==> src/rtl/load_extend_unit.sv <==
// Load path between MEM and the data-cache port: aligns and extends read data.
// Define LOAD_MISALIGNED_SPLIT_EN to service misaligned loads with two reads.
module load_extend_unit #(
    parameter int XLEN   = 32,
    parameter int ADDR_W = 32,
    parameter int RD_W   = 5
) (
    input  logic              clk,
    input  logic              rst,
    input  logic              req_valid,
    output logic              req_ready,
    input  logic [ADDR_W-1:0] req_addr,
    input  logic [3:0]        req_sel,
    input  logic [RD_W-1:0]   req_rd,
    input  logic              flush,
    output logic              mem_read,
    output logic [ADDR_W-1:0] mem_addr,
    input  logic              mem_resp,
    input  logic [XLEN-1:0]   mem_rdata,
    output logic              wb_valid,
    input  logic              wb_ready,
    output logic [XLEN-1:0]   wb_data,
    output logic [RD_W-1:0]   wb_rd,
    output logic              misalign_err
);

    localparam int NB = XLEN / 8;
    localparam int OW = $clog2(NB);

    localparam logic [3:0] SEL_LW  = 4'b0011;
    localparam logic [3:0] SEL_LB  = 4'b0101;
    localparam logic [3:0] SEL_LBU = 4'b0110;
    localparam logic [3:0] SEL_LH  = 4'b0111;
    localparam logic [3:0] SEL_LHU = 4'b1000;
    localparam logic [3:0] SEL_LWU = 4'b1001;
    localparam logic [3:0] SEL_LD  = 4'b1010;

    typedef enum logic [2:0] {
        S_IDLE,
        S_REQ,
        S_HOLD,
`ifdef LOAD_MISALIGNED_SPLIT_EN
        S_ERR,
        S_REQ2
`else
        S_ERR
`endif
    } state_t;

    state_t            state_q, state_d;
    logic [ADDR_W-1:0] addr_q, addr_d;
    logic [OW-1:0]     off_q, off_d;
    logic [3:0]        sel_q, sel_d;
    logic [RD_W-1:0]   rd_q, rd_d;
    logic [XLEN-1:0]   data_q, data_d;
    logic              flush_q, flush_d;
`ifdef LOAD_MISALIGNED_SPLIT_EN
    logic [XLEN-1:0]   beat_q, beat_d;
    logic              two_q, two_d;
`endif

    logic [OW-1:0]     req_off;
    logic              legal, misal, fail;
    logic [2*XLEN-1:0] wide;
    logic [XLEN-1:0]   sh, ext;

    assign req_off = req_addr[OW-1:0];

    always_comb begin
        legal = 1'b1;
        misal = 1'b0;
        case (req_sel)
            SEL_LB, SEL_LBU: misal = 1'b0;
            SEL_LH, SEL_LHU: misal = req_off[0];
            SEL_LW:          misal = |req_off[1:0];
            SEL_LWU: begin
                legal = (XLEN == 64);
                misal = |req_off[1:0];
            end
            SEL_LD: begin
                legal = (XLEN == 64);
                misal = |req_off;
            end
            default:         legal = 1'b0;
        endcase
    end

`ifdef LOAD_MISALIGNED_SPLIT_EN
    assign fail = !legal;
    assign wide = (state_q == S_REQ2) ? {mem_rdata, beat_q}
                                      : {{XLEN{1'b0}}, mem_rdata};
`else
    assign fail = !legal || misal;
    assign wide = {{XLEN{1'b0}}, mem_rdata};
`endif

    assign sh = XLEN'(wide >> {off_q, 3'b000});

    always_comb begin
        ext = sh;
        case (sel_q)
            SEL_LB:  ext = XLEN'(signed'(sh[7:0]));
            SEL_LBU: ext = XLEN'(sh[7:0]);
            SEL_LH:  ext = XLEN'(signed'(sh[15:0]));
            SEL_LHU: ext = XLEN'(sh[15:0]);
            SEL_LW:  ext = XLEN'(signed'(sh[31:0]));
            SEL_LWU: ext = XLEN'(sh[31:0]);
            default: ext = sh;
        endcase
    end

    always_comb begin
        state_d = state_q;
        addr_d  = addr_q;
        off_d   = off_q;
        sel_d   = sel_q;
        rd_d    = rd_q;
        data_d  = data_q;
        flush_d = flush_q;
`ifdef LOAD_MISALIGNED_SPLIT_EN
        beat_d  = beat_q;
        two_d   = two_q;
`endif
        case (state_q)
            S_IDLE: begin
                if (req_valid && !flush) begin
                    addr_d  = {req_addr[ADDR_W-1:OW], {OW{1'b0}}};
                    off_d   = req_off;
                    sel_d   = req_sel;
                    rd_d    = req_rd;
                    flush_d = 1'b0;
`ifdef LOAD_MISALIGNED_SPLIT_EN
                    two_d   = misal;
`endif
                    state_d = fail ? S_ERR : S_REQ;
                end
            end
            S_REQ: begin
                if (flush) flush_d = 1'b1;
                if (mem_resp) begin
                    // A squashed load still drains its beat, then drops it
                    if (flush || flush_q) begin
                        state_d = S_IDLE;
`ifdef LOAD_MISALIGNED_SPLIT_EN
                    end else if (two_q) begin
                        beat_d  = mem_rdata;
                        state_d = S_REQ2;
`endif
                    end else begin
                        data_d  = ext;
                        state_d = S_HOLD;
                    end
                end
            end
`ifdef LOAD_MISALIGNED_SPLIT_EN
            S_REQ2: begin
                if (flush) flush_d = 1'b1;
                if (mem_resp) begin
                    if (flush || flush_q) begin
                        state_d = S_IDLE;
                    end else begin
                        data_d  = ext;
                        state_d = S_HOLD;
                    end
                end
            end
`endif
            S_HOLD: begin
                if (wb_ready || flush) state_d = S_IDLE;
            end
            S_ERR:   state_d = S_IDLE;
            default: state_d = S_IDLE;
        endcase
    end

    always_ff @(posedge clk) begin
        if (rst) begin
            state_q <= S_IDLE;
            addr_q  <= '0;
            off_q   <= '0;
            sel_q   <= '0;
            rd_q    <= '0;
            data_q  <= '0;
            flush_q <= 1'b0;
`ifdef LOAD_MISALIGNED_SPLIT_EN
            beat_q  <= '0;
            two_q   <= 1'b0;
`endif
        end else begin
            state_q <= state_d;
            addr_q  <= addr_d;
            off_q   <= off_d;
            sel_q   <= sel_d;
            rd_q    <= rd_d;
            data_q  <= data_d;
            flush_q <= flush_d;
`ifdef LOAD_MISALIGNED_SPLIT_EN
            beat_q  <= beat_d;
            two_q   <= two_d;
`endif
        end
    end

    assign req_ready    = (state_q == S_IDLE);
    assign wb_valid     = (state_q == S_HOLD);
    assign misalign_err = (state_q == S_ERR);
    assign wb_data      = data_q;
    assign wb_rd        = rd_q;

`ifdef LOAD_MISALIGNED_SPLIT_EN
    assign mem_read = (state_q == S_REQ) || (state_q == S_REQ2);
    assign mem_addr = (state_q == S_REQ2) ? addr_q + ADDR_W'(NB) : addr_q;
`else
    assign mem_read = (state_q == S_REQ);
    assign mem_addr = addr_q;
`endif

endmodule
==> config.mk <==
export PLATFORM = sky130hd
export DESIGN_NAME = load_extend_unit
export DESIGN_NICKNAME = d
export VERILOG_FILES = /design/src/rtl/load_extend_unit.sv
export SDC_FILE = /design/constraint.sdc
export NUM_CORES = 1
export LEC_CHECK = 0
export CAP_MARGIN = 10
export CELL_PAD_IN_SITES_DETAIL_PLACEMENT = 0
export CELL_PAD_IN_SITES_GLOBAL_PLACEMENT = 1
export CORE_ASPECT_RATIO = 0.7
export CORE_MARGIN = 5
export CORE_UTILIZATION = 26
export DETAILED_ROUTE_END_ITERATION = 10
export PLACE_DENSITY_LB_ADDON = 0.1
export SETUP_SLACK_MARGIN = 0.02
export SYNTH_ARGS = -nofsm -noshare
export SYNTH_HDL_FRONTEND = slang
export SYNTH_SLANG_ARGS = --single-unit
==> constraint.sdc <==
create_clock -name clk -period 1.7 [get_ports clk]
set_clock_uncertainty 0.05 [all_clocks]
set_input_delay 0.51 -clock clk [delete_from_list [all_inputs] [get_ports clk]]
set_output_delay 0.51 -clock clk [all_outputs]
set_load 0.02 [all_outputs]
# Word-level counts from Yosys, hierarchy flattened
# Cells that the tools add are included.
[classes]
n_eq_ne = 18
shifts = 1
n_mux = 12
bitwise = 1
n_reduce_logical = 16
[ops]
columns = ["operator", "n"]
rows = [
  ["one-hot mux 32 bit (4 select lines)", 1],
  ["right shift 32 x 5 -> 32 bit", 1],
  ["equality test 4 x 3 -> 1 bit, second input constant", 6],
  ["equality test 4 bit, second input constant", 4],
  ["2-to-1 mux 3 bit", 3],
  ["one-hot mux 3 bit (3 select lines)", 1],
  ["AND reduction 3 bit", 3],
  ["equality test 3 x 2 -> 1 bit, second input constant", 2],
  ["inequality test 2 x 1 -> 1 bit, second input constant", 3],
  ["OR reduction 5 bit", 1],
  ["equality test 4 x 2 -> 1 bit, second input constant", 1],
  ["2-to-1 mux 2 bit", 2],
  ["one-hot mux 1 bit (2 select lines)", 2],
  ["OR reduction 2 bit", 2],
  ["equality test 3 x 1 -> 1 bit, second input constant", 1],
  ["zero test 3 bit", 1],
  ["logical OR 1 bit", 3],
  ["2-to-1 mux 1 bit", 3],
  ["OR reduction 3 bit", 1],
  ["zero test 1 bit", 2],
  ["inequality test 2 bit, second input constant", 1],
  ["AND reduction 2 bit", 1],
  ["nonzero test 2 bit", 1],
  ["logical AND 1 bit", 1],
  ["NOT 1 bit", 1],
]
[word_totals]
reg_bits = 77
in_bits = 79
output_inout_bits = 73
wordCells = 55

# Logic depth before layout (Yosys ltp)
# Gate-level depths: netlist of run 1.
[depth]
word_depth = 8
ltp_mapped = 6
ltp_nobuf = 4

# Least setup slack after synthesis of run 1
# Ideal clock, no wire load.
[synth_path]
kind = "input port to flip-flop"
startpoint = "input port flush"
endpoint = "register flush_q"
setup_ps = 128
arrival_time_ps = 1488
required_ps = 1522
path_slack_ps = 35
stages = 6
path_buffers = 2
path_cell_list = "nand2b_1 -> or3_1 -> clkbuf_1 -> clkbuf_1 -> a22oi_1 -> nor2_1"
[synth_via]
elab_chain_cells = 4
word_cells_on_any_way = 5
cone_classes = "eq/ne: 2; reduce/logical: 3"
[synth_lines]
columns = ["element", "line", "source"]
rows = [
  ["from (decl)", "15", "input logic flush,"],
  ["zero test 1 bit", "126", "if (req_valid && !flush) begin"],
  ["logical AND 1 bit", "126", ""],
  ["inequality test 2 x 1 -> 1 bit (no line)", "n/a", ""],
  ["AND reduction 3 bit (no line) (*)", "n/a", ""],
  ["to (signal assigned)", "196", "flush_q <= flush_d;"],
  ["to (decl)", "56", "logic flush_q, flush_d;"],
]
# Every way passes the cells marked *; elsewhere a longest branch is shown, timed or not.
# A chain may end at the register's enable or synchronous reset.

# Worst setup path in the final report of run 1
[layout_path]
startpoint = "input port mem_rdata[15]"
endpoint = "register data_q[31] (netlist: wb_data[31])"
[layout_via]
elab_chain_cells = 2
[layout_lines]
columns = ["element", "line", "source"]
rows = [
  ["from (decl)", "19", "input logic [XLEN-1:0] mem_rdata,"],
  ["right shift 32 x 5 -> 32 bit", "97", "assign sh = XLEN'(wide >> {off_q, 3'b000});"],
  ["one-hot mux 32 bit (4 select lines)", "101", "case (sel_q)"],
  ["to (signal assigned)", "195", "data_q <= data_d;"],
  ["to (decl)", "55", "logic [XLEN-1:0] data_q, data_d;"],
]
# Every way passes these cells.

==> results of run 1 <==
[placed cells by master (no fill, tap or decap), types with 10 or more instances in the layout]
cell,netlist,routed
dlygate4sd2_1,0,67
mux2_2,15,15
nand2_1,108,108
clkdlybuf4s50_1,0,73
a211oi_1,18,15
clkbuf_16,0,10
dfxtp_1,76,72
buf_4,6,55
a21oi_1,53,50
nor2_1,22,20
[repair_timing]
action / 4_1_cts / 5_1_grt
pin swaps: 0 / 5
hold buffers: 0 / 0
resized for setup: 95 / 29
setup endpoints to repair: 144 / 65
setup buffers: 0 / 3
cloned: 0 / 1
[layer usage]
layer,routed length (um),share of wire (%)
met4,109,0.91
met5,0,0
met3,784,6.6
met2,5031,42
met1,5996,50
[synthesized netlist by cell type]
library cell  instances
a2111oi_0             1
a211o_1               8
a211oi_1             18
a211oi_2              1
a21oi_1              53
a22oi_1               1
a2bb2oi_1             7
a31oi_1               1
a31oi_4               1
and2_1                2
and3_1                1
buf_1                 1
buf_2                 5
buf_4                 6
clkbuf_1             20
conb_1                1
dfxtp_1              76
inv_1                 2
mux2_2               15
mux2i_1              10
nand2_1             108
nand2_2               1
nand2b_1              4
nand3_1              10
nand3b_1              1
nor2_1               22
nor2b_1               7
nor3_1                9
nor4b_1               2
nor4b_4               1
o211ai_1              7
o211ai_2              1
o21bai_1              1
o221ai_1              1
or2_1                 1
or3_1                 1
xnor2_1               1
xor2_1                1
[power by group through the flow]
| stage | clock [mW] | combinational [mW] | sequential (mW) |
|---|---|---|---|
| final | 2.23 | 0.922 | 1.90 |
| after CTS | 2.30 | 0.893 | 1.90 |
| after detailed placement | 0 | 0.929 | 1.94 |
| after global routing | 2.38 | 0.999 | 1.91 |
| after floorplan | 0 | 0.331 | 2.00 |
| after global placement | 0 | 0.924 | 1.94 |
[sequential cells by signal (all words and copies together), names as in the netlist]
name / cells
flush_q: 1
mem_addr: 30
off_q: 2
sel_q: 4
state_q: 2
wb_data: 32
wb_rd: 5
[per-stage QoR]
step / instances / setup WS (ns)
2_1_floorplan: 410 / 0.03485
3_3_place_gp: 748 / -0.4647
3_5_place_dp: 748 / -0.4766
4_1_cts: 764 / 0.02420
5_1_grt: 768 / -0.01149
6_report: 768 / 0.06230
[worst min-delay path, stage by stage (launching register included)]
cell	delay, ns
dfxtp_1	0.30
nand2_1	0.05
a21oi_1	0.05
[cell type report]
cell class | instances | area, um2 | share of cell area, %
clock buffer | 12 | 256.5 | 4.391
clock inverter | 4 | 95.09 | 1.628
inverter | 2 | 7.507 | 0.1285
multi-input combinational | 300 | 1813 | 31.03
sequential | 76 | 1534 | 26.26
tap | 162 | 202.7 | 3.470
timing repair buffer | 212 | 1933 | 33.09
[final timing paths]
kind / startpoint / end / slack [ns] / depth (start not counted)
hold / removal: wb_rd[1] / wb_rd[1] / 0.40 / 2
hold reg to reg: wb_rd[1] / wb_rd[1] / 0.40 / 2
setup / recovery: mem_rdata[15] / wb_data[31] / 0.06 / 6
setup reg to reg: state_q[1] / wb_data[31] / 0.08 / 7
[cells by family after synthesis]
family                    Yosys count  share of synthesized area [%]
and+or+nand+nor                   170                          21.87
AOI/OAI and AO/OA                 101                          19.83
DFF                                76                          45.07
buffers and inverters              34                          4.633
muxes                              25                          7.969
xor gates and xnor gates            2                         0.5190
other                               1                         0.1111
==> metrics.md, run 1 <==
| Metric | Value |
|---|---|
| Num CTS Buffers | 9 |
| Top Ports | 152 |
| Hold Vio Cnt, Final | 0 |
| Pint | 3.839 mW |
| Yosys warns | 0 |
| Core Util, Final | 46.55% |
| Total core area | 12,550 um2 |
| Global-route wire length before repair | 18.81 mm |
| Clock Sinks | 76 |
| Critical path type | input pin to flip-flop |
| Most used routing layer | met1 |
| Die Ht | 105.3 um |
| Synth top area share | 45.07% |
| Die area | 15,400 um2 |
| Post-route cell area | 5842 um2 |
| Clock latency on the worst-skew pair | 0.32 ns |
| Share of layout cells above drive strength 1 | 21.12% |
| Class of the worst hold path | flip-flop to flip-flop |
| Fmax | 610.6 MHz |
| Cell Area, Synth | 3376 um2 |
| Combinational share of power | 18.2% |
| Diode count | 0 |
| RSZ-0062 raised after global routing | true |
| Post-synth top area cell | dfxtp_1 |
| Slew Limit Headroom | 57.66% |
| Reg clk slew, reported paths | 0.06 ns |
| All-Layer GR Usage | 14.97% |
| TNS Setup | 0 ns |
| Clock share of power | 44.2% |
| Switching share of power | 24.02% |
| Die width | 146.2 um |
| Routed via count | 3,496 |
| Fin crit period | 1.638 ns |
| Max IR drop VDD | 0.5935 mV |
| Crit path buf inv count | 2 |
| P_leak | 2.573 nW |
| Largest net degree at the start of global routing | 36 |
| Iter 0 DRT Violations | 188 |
| Remaining antenna violation count | 0 |
| Port Buffers | 149 |
| CP arrival | 1.83 ns |
| DR DRC count | 0 |
| Total grt overflow | 0 |
| Slowest CP cell | clkdlybuf4s50_1 |
| Pwr dens | 865.0 nW/um2 |
| Router iterations before antenna repair | 5 |
| Worst-Margin Slew | 0.6262 ns |
| Outcome | complete, no violations |
| Post-synthesis register bit count | 76 |
| Nets | 680 |
| Max H-tree Level | 3 |
| Clock Path Buffers | 2 |
| Setup-failing EPs final | 0 |
| Area delta synth->final | 73.05% |
| Max Slew Vio Count | 0 |
| Worst Path Required | 1.89 ns |
| Vias/cell | 4.552 |
| Worst path cell trace | clkdlybuf4s50_1 -> mux2i_4 -> a21oi_2 -> a31oi_4 -> clkbuf_16 -> a211oi_1 |
| Vias in the first global route | 3,401 |
| Crit start category | input pin |
| Crit-path max FO | 8 |
| CP Capture Type | flip-flop |
| Grt met1 use | 21.63% |
| CTS tree | yes |
| Wire per inst | 15.52 um |
| Sequential share of power | 37.6% |
| Register area share after synthesis | 45.07% |
| Max stage delay on crit path | 0.50 ns |
| GR Layer Usage met3 | 5.105% |
| RD Place Congestion | 0.7748 |
| Worst path top cell family by delay | buffers and inverters |
| Initial antenna violation count | 0 |
| Drt total wl | 11.92 mm |
| Detail Placement HPWL | 8.998 mm |
| Row cnt | 34 |
| Starting density of the core | 26.90% |
| Placed Instance Area | 5405 um2 |
| Total power | 5.053 mW |
| Hold_ws | 0.4003 ns |
| M2 GR Usage | 21.43% |
| Synth top area cells | dfxtp_1, nand2_1, a21oi_1 |
| Synth Instances | 409 |
| Fill count | 1,246 |
| Clock root buffer | clkbuf_16 |
| Per-instance average area after synthesis | 8.254 um2 |
| Max-Cap Viols | 0 |
| Final Cycle Share | 96.34% |
| Sw Pwr | 1.214 mW |
| Post-synthesis cell type count | 38 |
Note: power is estimated with default switching activity, not from simulation.
==> run 2, diff against run 1 <==
- GPL_TIMING_DRIVEN: not set -> 0
- PLACE_DENSITY_LB_ADDON: 0.1 -> 0.2
==> run 2 against run 1 <==
Via count fell by 0.26%. Non-clock buffer count fell by 16. Clock-buffer cell count fell by 2. Sequential share of layout area rose by 0.43 points. Total power fell by 1.1%. Critical path type unchanged. Critical endpoint is now flush_q. Largest power group unchanged.
==> metrics.md, run 2 (same netlist as run 1, synthesis figures left out) <==
| Metric | Value |
|---|---|
| P_leak | 2.488 nW (-3.3%) |
| Nets | 664 (-2.4%) |
| Worst-Margin Slew | 0.5251 ns (-0.1011 ns) |
| Placed Instance Area | 5074 um2 (-6.1%) |
| DRT met1 WL | 6.020 mm (+0.40%) |
| Fmax | 597.1 MHz (-2.2%) |
| TNS Setup | 0 ns (unchanged) |
| Detail Placement HPWL | 9.267 mm (+3.0%) |
| Pwr dens | 871.8 nW/um2 (+0.78%) |
| Commonest non-fill, non-tap cell in the layout | nand2_1 |
| Hold path depth | 2 (unchanged) |
| Setup-failing EPs final | 0 (unchanged) |
| Total power | 4.998 mW (-1.1%) |
| R2R depth | 5 (-2) |
| Highest routed layer | met4 |
| Hold Vio Cnt, Final | 0 (unchanged) |
| Clock latency on the worst-skew pair | 0.33 ns (about the same) |
| RSZ-0062 raised after global routing | true |
| RD Place Congestion | 0.7891 (+1.8%) |
| Min-delay src | wb_rd[4] |
| Remaining antenna violation count | 0 (unchanged) |
| Most frequent cells in the layout | nand2_1, dfxtp_1, clkdlybuf4s50_1 |
| Clock Path Buffers | 2 (unchanged) |
| Fin crit period | 1.675 ns (+0.03698 ns) |
| Diode count | 0 (unchanged) |
| Outcome | complete, no violations |
| Largest net degree at the start of global routing | 13 (-64%) |
| Drt total wl | 12.35 mm (+3.6%) |
| Max reg flops | 32 (unchanged) |
| Worst r2r src | off_q[1] |
| Total core area | 12,550 um2 (unchanged) |
| Slew Limit Headroom | 64.90% (+7.2 points) |
| Vias/cell | 4.643 (+2.0%) |
| All-Layer GR Usage | 15.58% (+0.60 points) |
| Num CTS Buffers | 9 (unchanged) |
| Die Ht | 105.3 um (unchanged) |
| Global-route wire length before repair | 19.26 mm (+2.4%) |
| Vias in the first global route | 3,470 (+2.0%) |
| Clock Sinks | 76 (unchanged) |
| Crit-path max FO | 6 (-2) |
| Starting density of the core | 26.90% (unchanged) |
| Reg-to-reg slack, setup | 0.09 ns (about the same) |
| Max-Cap Viols | 0 (unchanged) |
| Port Buffers | 149 (unchanged) |
| DR WL met2 | 5.408 mm (+7.5%) |
| Reg clk slew, reported paths | 0.06 ns (about the same) |
| CP Capture Type | flip-flop |
| Crit start category | input pin |
| Worst Path Required | 1.87 ns (-0.02 ns) |
| Router iterations before antenna repair | 4 (-1) |
| Clock root buffer | clkbuf_16 |
| CTS tree | yes |
| Post-route cell area | 5733 um2 (-1.9%) |
| Placed Cells | 721 (-3.6%) |
| Critical path type | input pin to flip-flop |
| Met3 WL | 754 um (-3.8%) |
| Top Ports | 152 (unchanged) |
| Hold Path Sink | wb_rd[4] |
| Max IR drop VDD | 0.6177 mV (+4.1%) |
| Share of layout cells above drive strength 1 | 18.85% (-2.3 points) |
| CP arrival | 1.85 ns (+0.02 ns) |
| DR DRC count | 0 (unchanged) |
| Initial antenna violation count | 0 (unchanged) |
| Area delta synth->final | 69.83% |
| Worst path cell trace | clkdlybuf4s50_1 -> nand2b_1 -> or3_4 -> clkbuf_8 -> a22oi_2 -> nor2_1 |
| Die width | 146.2 um (unchanged) |
| Max stage delay on crit path | 0.46 ns (-0.04 ns) |
| Row cnt | 34 (unchanged) |
| Max H-tree Level | 3 (unchanged) |
| Iter 0 DRT Violations | 174 (-7.4%) |
| Class of the worst hold path | flip-flop to flip-flop |
| Routed via count | 3,487 (-0.26%) |
| Core Util, Final | 45.68% (-0.87 points) |
| Final Cycle Share | 98.51% (+2.2 points) |
| Max Slew Vio Count | 0 (unchanged) |
| Wire per inst | 16.44 um (+5.9%) |
| Worst r2r dst | wb_data[8] |
| Layout Cells excl Fill | 751 (-2.2%) |
| Total grt overflow | 0 (unchanged) |
| Die area | 15,400 um2 (unchanged) |
| Slowest CP cell | clkdlybuf4s50_1 |
## run 2: cell types whose count changed in the layout (fill, tap and decap cells not counted), sizes merged
cell,previous run,this run
dlygate4sd2,67,70
buf,67,32
clkinv,1,2
clkbuf,13,29
dlymetal6s2s,3,2
clkdlybuf4s50,73,72
## run 2: area by class of cell
cell class / instances / area (um2)
sequential: 76 / 1530
buffer: 31 / 257.7
fill: 1247 / 6817
timing repair buffer: 165 / 1520
inverter: 2 / 7.507
clock buffer: 10 / 239.0
clock inverter: 5 / 100.1
multi-input combinational: 300 / 1876
tap: 162 / 202.7
## run 2: worst max path at each step
stage               slack (ns)       start      endpoint
finish                    0.03   req_valid       flush_q
global route             -0.01   req_valid  mem_addr[12]
CTS                       0.02  state_q[0]      mem_read
detailed placement       -0.88       flush      wb_rd[1]
global placement         -0.87       flush      off_q[1]
floorplan                 0.03       flush       flush_q
## run 2: stage by stage
stage               setup slack (ns)  hold slack [ns]
floorplan                    0.03485           0.4106
global placement             -0.8700           0.3909
detailed placement           -0.8787           0.3969
CTS                          0.01666           0.4012
global route                -0.01003           0.4151
finish                       0.02532           0.3999
## run 2: power breakdown
group          switching, mW  total, mW  internal (mW)  leakage [nW]
registers             0.0489       1.90           1.85         0.619
logic                  0.460      0.906          0.447          1.70
clock network          0.729       2.19           1.46         0.168
total                   1.24       5.00           3.76          2.49
## run 2: critical path, delay by kind of cell
kind / cells / cell delay (ns)
AND/OR/NAND/NOR: 3 / 0.57
AO/OA/AOI/OAI: 1 / 0.12
buffers and inverters: 2 / 0.64
## run 2: routing by layer
layer,track usage [%],up-vias
met2,22.94,99
met1,22.05,1609
met5,0,-
li1,-,1766
met3,4.204,13
met4,5.101,0
## run 2: what timing repair did
item                       CTS  global route
pin swaps                    3             5
setup endpoints to repair  147            76
setup buffers                8             5
cloned                       1             2
hold buffers                 0             0
gates resized for setup    141            48
==> run 3, diff against run 2 <==
- ABC_CLOCK_PERIOD_IN_PS: not set -> 1700
- SKIP_CTS_REPAIR_TIMING: not set -> 1
==> run 3 against run 2 <==
Non-clock buffer count up 1. Setup slack better by 0.012 ns. Worst hold slack worse by 0.00081 ns. Critical path type is now flip-flop to output port. Critical endpoint is now misalign_err. Highest routed layer unchanged.
==> metrics.md, run 3 (same netlist as run 1, synthesis figures left out) <==
| Metric | Value |
|---|---|
| Outcome | complete, no violations |
| Nets | 665 (+0.15%) |
| RSZ-0062 raised after global routing | true |
| Worst path cell trace | buf_6 -> and2_4 -> buf_6 |
| Crit start category | flip-flop |
| DR DRC count | 0 (unchanged) |
| Reg clk slew, reported paths | 0.06 ns (about the same) |
| Final Cycle Share | 97.83% (-0.68 points) |
| All-Layer GR Usage | 15.14% (-0.44 points) |
| Iter 0 DRT Violations | 203 (+17%) |
| Starting density of the core | 26.90% (unchanged) |
| Max-Cap Viols | 0 (unchanged) |
| Layout Cells excl Fill | 752 (+0.13%) |
| Routed via count | 3,540 (+1.5%) |
| Hold Vio Cnt, Final | 0 (unchanged) |
| Initial antenna violation count | 0 (unchanged) |
| Router iterations before antenna repair | 4 (unchanged) |
| Global-route wire length before repair | 18.67 mm (-3.1%) |
| Worst Path Required | 1.14 ns (-0.73 ns) |
| Pwr dens | 833.4 nW/um2 (-4.4%) |
| Max IR drop VDD | 0.6176 mV (about the same) |
| Diode count | 0 (unchanged) |
| Most frequent cells in the layout | nand2_1, dfxtp_1, clkdlybuf4s50_1, dlymetal6s2s_1, a21oi_1 |
| TNS Setup | 0 ns (unchanged) |
| Row cnt | 34 (unchanged) |
| Slew Limit Headroom | 64.78% (-0.12 points) |
| Die width | 146.2 um (unchanged) |
| Num CTS Buffers | 9 (unchanged) |
| Port Buffers | 149 (unchanged) |
| Class of the worst hold path | flip-flop to flip-flop |
| Clock Path Buffers | 2 (unchanged) |
| Share of layout cells above drive strength 1 | 19.66% (+0.82 points) |
| Clock latency on the worst-skew pair | 0.33 ns (about the same) |
| Total core area | 12,550 um2 (unchanged) |
| Fmax | 601.3 MHz (+0.69%) |
| Fin crit period | 1.663 ns (-0.01151 ns) |
| Clock Sinks | 76 (unchanged) |
| Detail Placement HPWL | 9.267 mm (unchanged) |
| Area delta synth->final | 79.39% |
| Crit-path max FO | 7 (+1) |
| Setup-failing EPs final | 0 (unchanged) |
| CTS tree | yes |
| Max H-tree Level | 3 (unchanged) |
| Most common cell on crit path | buf_6 |
| Worst-Margin Slew | 0.5269 ns (+0.001812 ns) |
| Core Util, Final | 48.26% (+2.6 points) |
| Critical path type | flip-flop to output port |
| Vias in the first global route | 3,336 (-3.9%) |
| Die Ht | 105.3 um (unchanged) |
| Max stage delay on crit path | 0.37 ns (-0.09 ns) |
| CP arrival | 1.10 ns (-0.75 ns) |
| Clock root buffer | clkbuf_16 |
| Vias/cell | 4.707 (+1.4%) |
| Pre-CTS WS | -0.8787 ns (unchanged) |
| Max Slew Vio Count | 0 (unchanged) |
| Die area | 15,400 um2 (unchanged) |
| R2R depth | 5 (unchanged) |
| Remaining antenna violation count | 0 (unchanged) |
| Total grt overflow | 0 (unchanged) |
| Worst Slack Setup Final | 0.03683 ns (+0.01151 ns) |
| Slowest CP cell | dfxtp_4 |
| Placed Cells | 721 (unchanged) |
| P_leak | 3.429 nW (+38%) |
| Drt total wl | 12.60 mm (+2.0%) |
| RD Place Congestion | 0.7891 (unchanged) |
| Largest net degree at the start of global routing | 13 (unchanged) |
| Top Ports | 152 (unchanged) |
| CP Capture Type | output port |
| Max reg flops | 32 (unchanged) |
| Wire per inst | 16.76 um (+1.9%) |
| Hold path depth | 2 (unchanged) |
| Commonest non-fill, non-tap cell in the layout | nand2_1 |
## run 3: cell count changes in the layout (fill, tap and decap cells not counted), moves of 3 or more
cell and delta:
clkbuf_4 -5, dlymetal6s2s_1 +70, a211oi_2 +4, dlygate4sd2_1 -70
clkbuf_2 +5, clkbuf_8 -3, a211oi_1 -4
## run 3: worst paths after layout
check	start	end	slack [ns]
worst min-delay path	wb_rd[4]	wb_rd[4]	0.40
worst max register to register	state_q[1]	wb_data[8]	0.06
worst max-delay path	state_q[0]	misalign_err	0.04
worst min register to register	wb_rd[4]	wb_rd[4]	0.40
## run 3: critical path, delay by kind of cell, from the launching register on
kind / cells / cell delay, ns
flip-flops: 1 / 0.37
buffers and inverters: 2 / 0.25
AND/OR/NAND/NOR: 1 / 0.15
## run 3: final cells by class
type | instances | area (um2)
Buffer | 31 | 229.0
Tap cell | 162 | 202.7
Fill cell | 1227 | 6494
Clock inverter | 5 | 100.1
Multi-Input combinational cell | 300 | 1897
Inverter | 2 | 7.507
Clock buffer | 10 | 239.0
Timing Repair Buffer | 166 | 1848
Sequential cell | 76 | 1533
## run 3: power breakdown
part	total (mW)	internal, mW	switching, mW
sequential	1.90	1.85	0.0469
combinational	0.949	0.481	0.468
clock	2.20	1.46	0.738
total	5.05	3.79	1.25
## run 3: per-layer routing
layer	vias up	share of wire [%]	wire [um]	global-route usage, %
met5	-	0	0	0
met4	0	1.7	212	5.101
met3	18	6.8	858	4.076
met2	120	43	5428	21.72
met1	1638	48	6104	21.83
li1	1764	-	-	-
## run 3: through the flow
step | hold slack, ns | area [um2] | power [mW]
2_1_floorplan | 0.4106 | 3379 | 2.335
3_3_place_gp | 0.3909 | 5074 | 2.773
3_5_place_dp | 0.3969 | 5074 | 2.776
4_1_cts | 0.4037 | 5413 | 4.995
5_1_grt | 0.4151 | 6056 | 5.261
6_report | 0.3991 | 6056 | 5.047
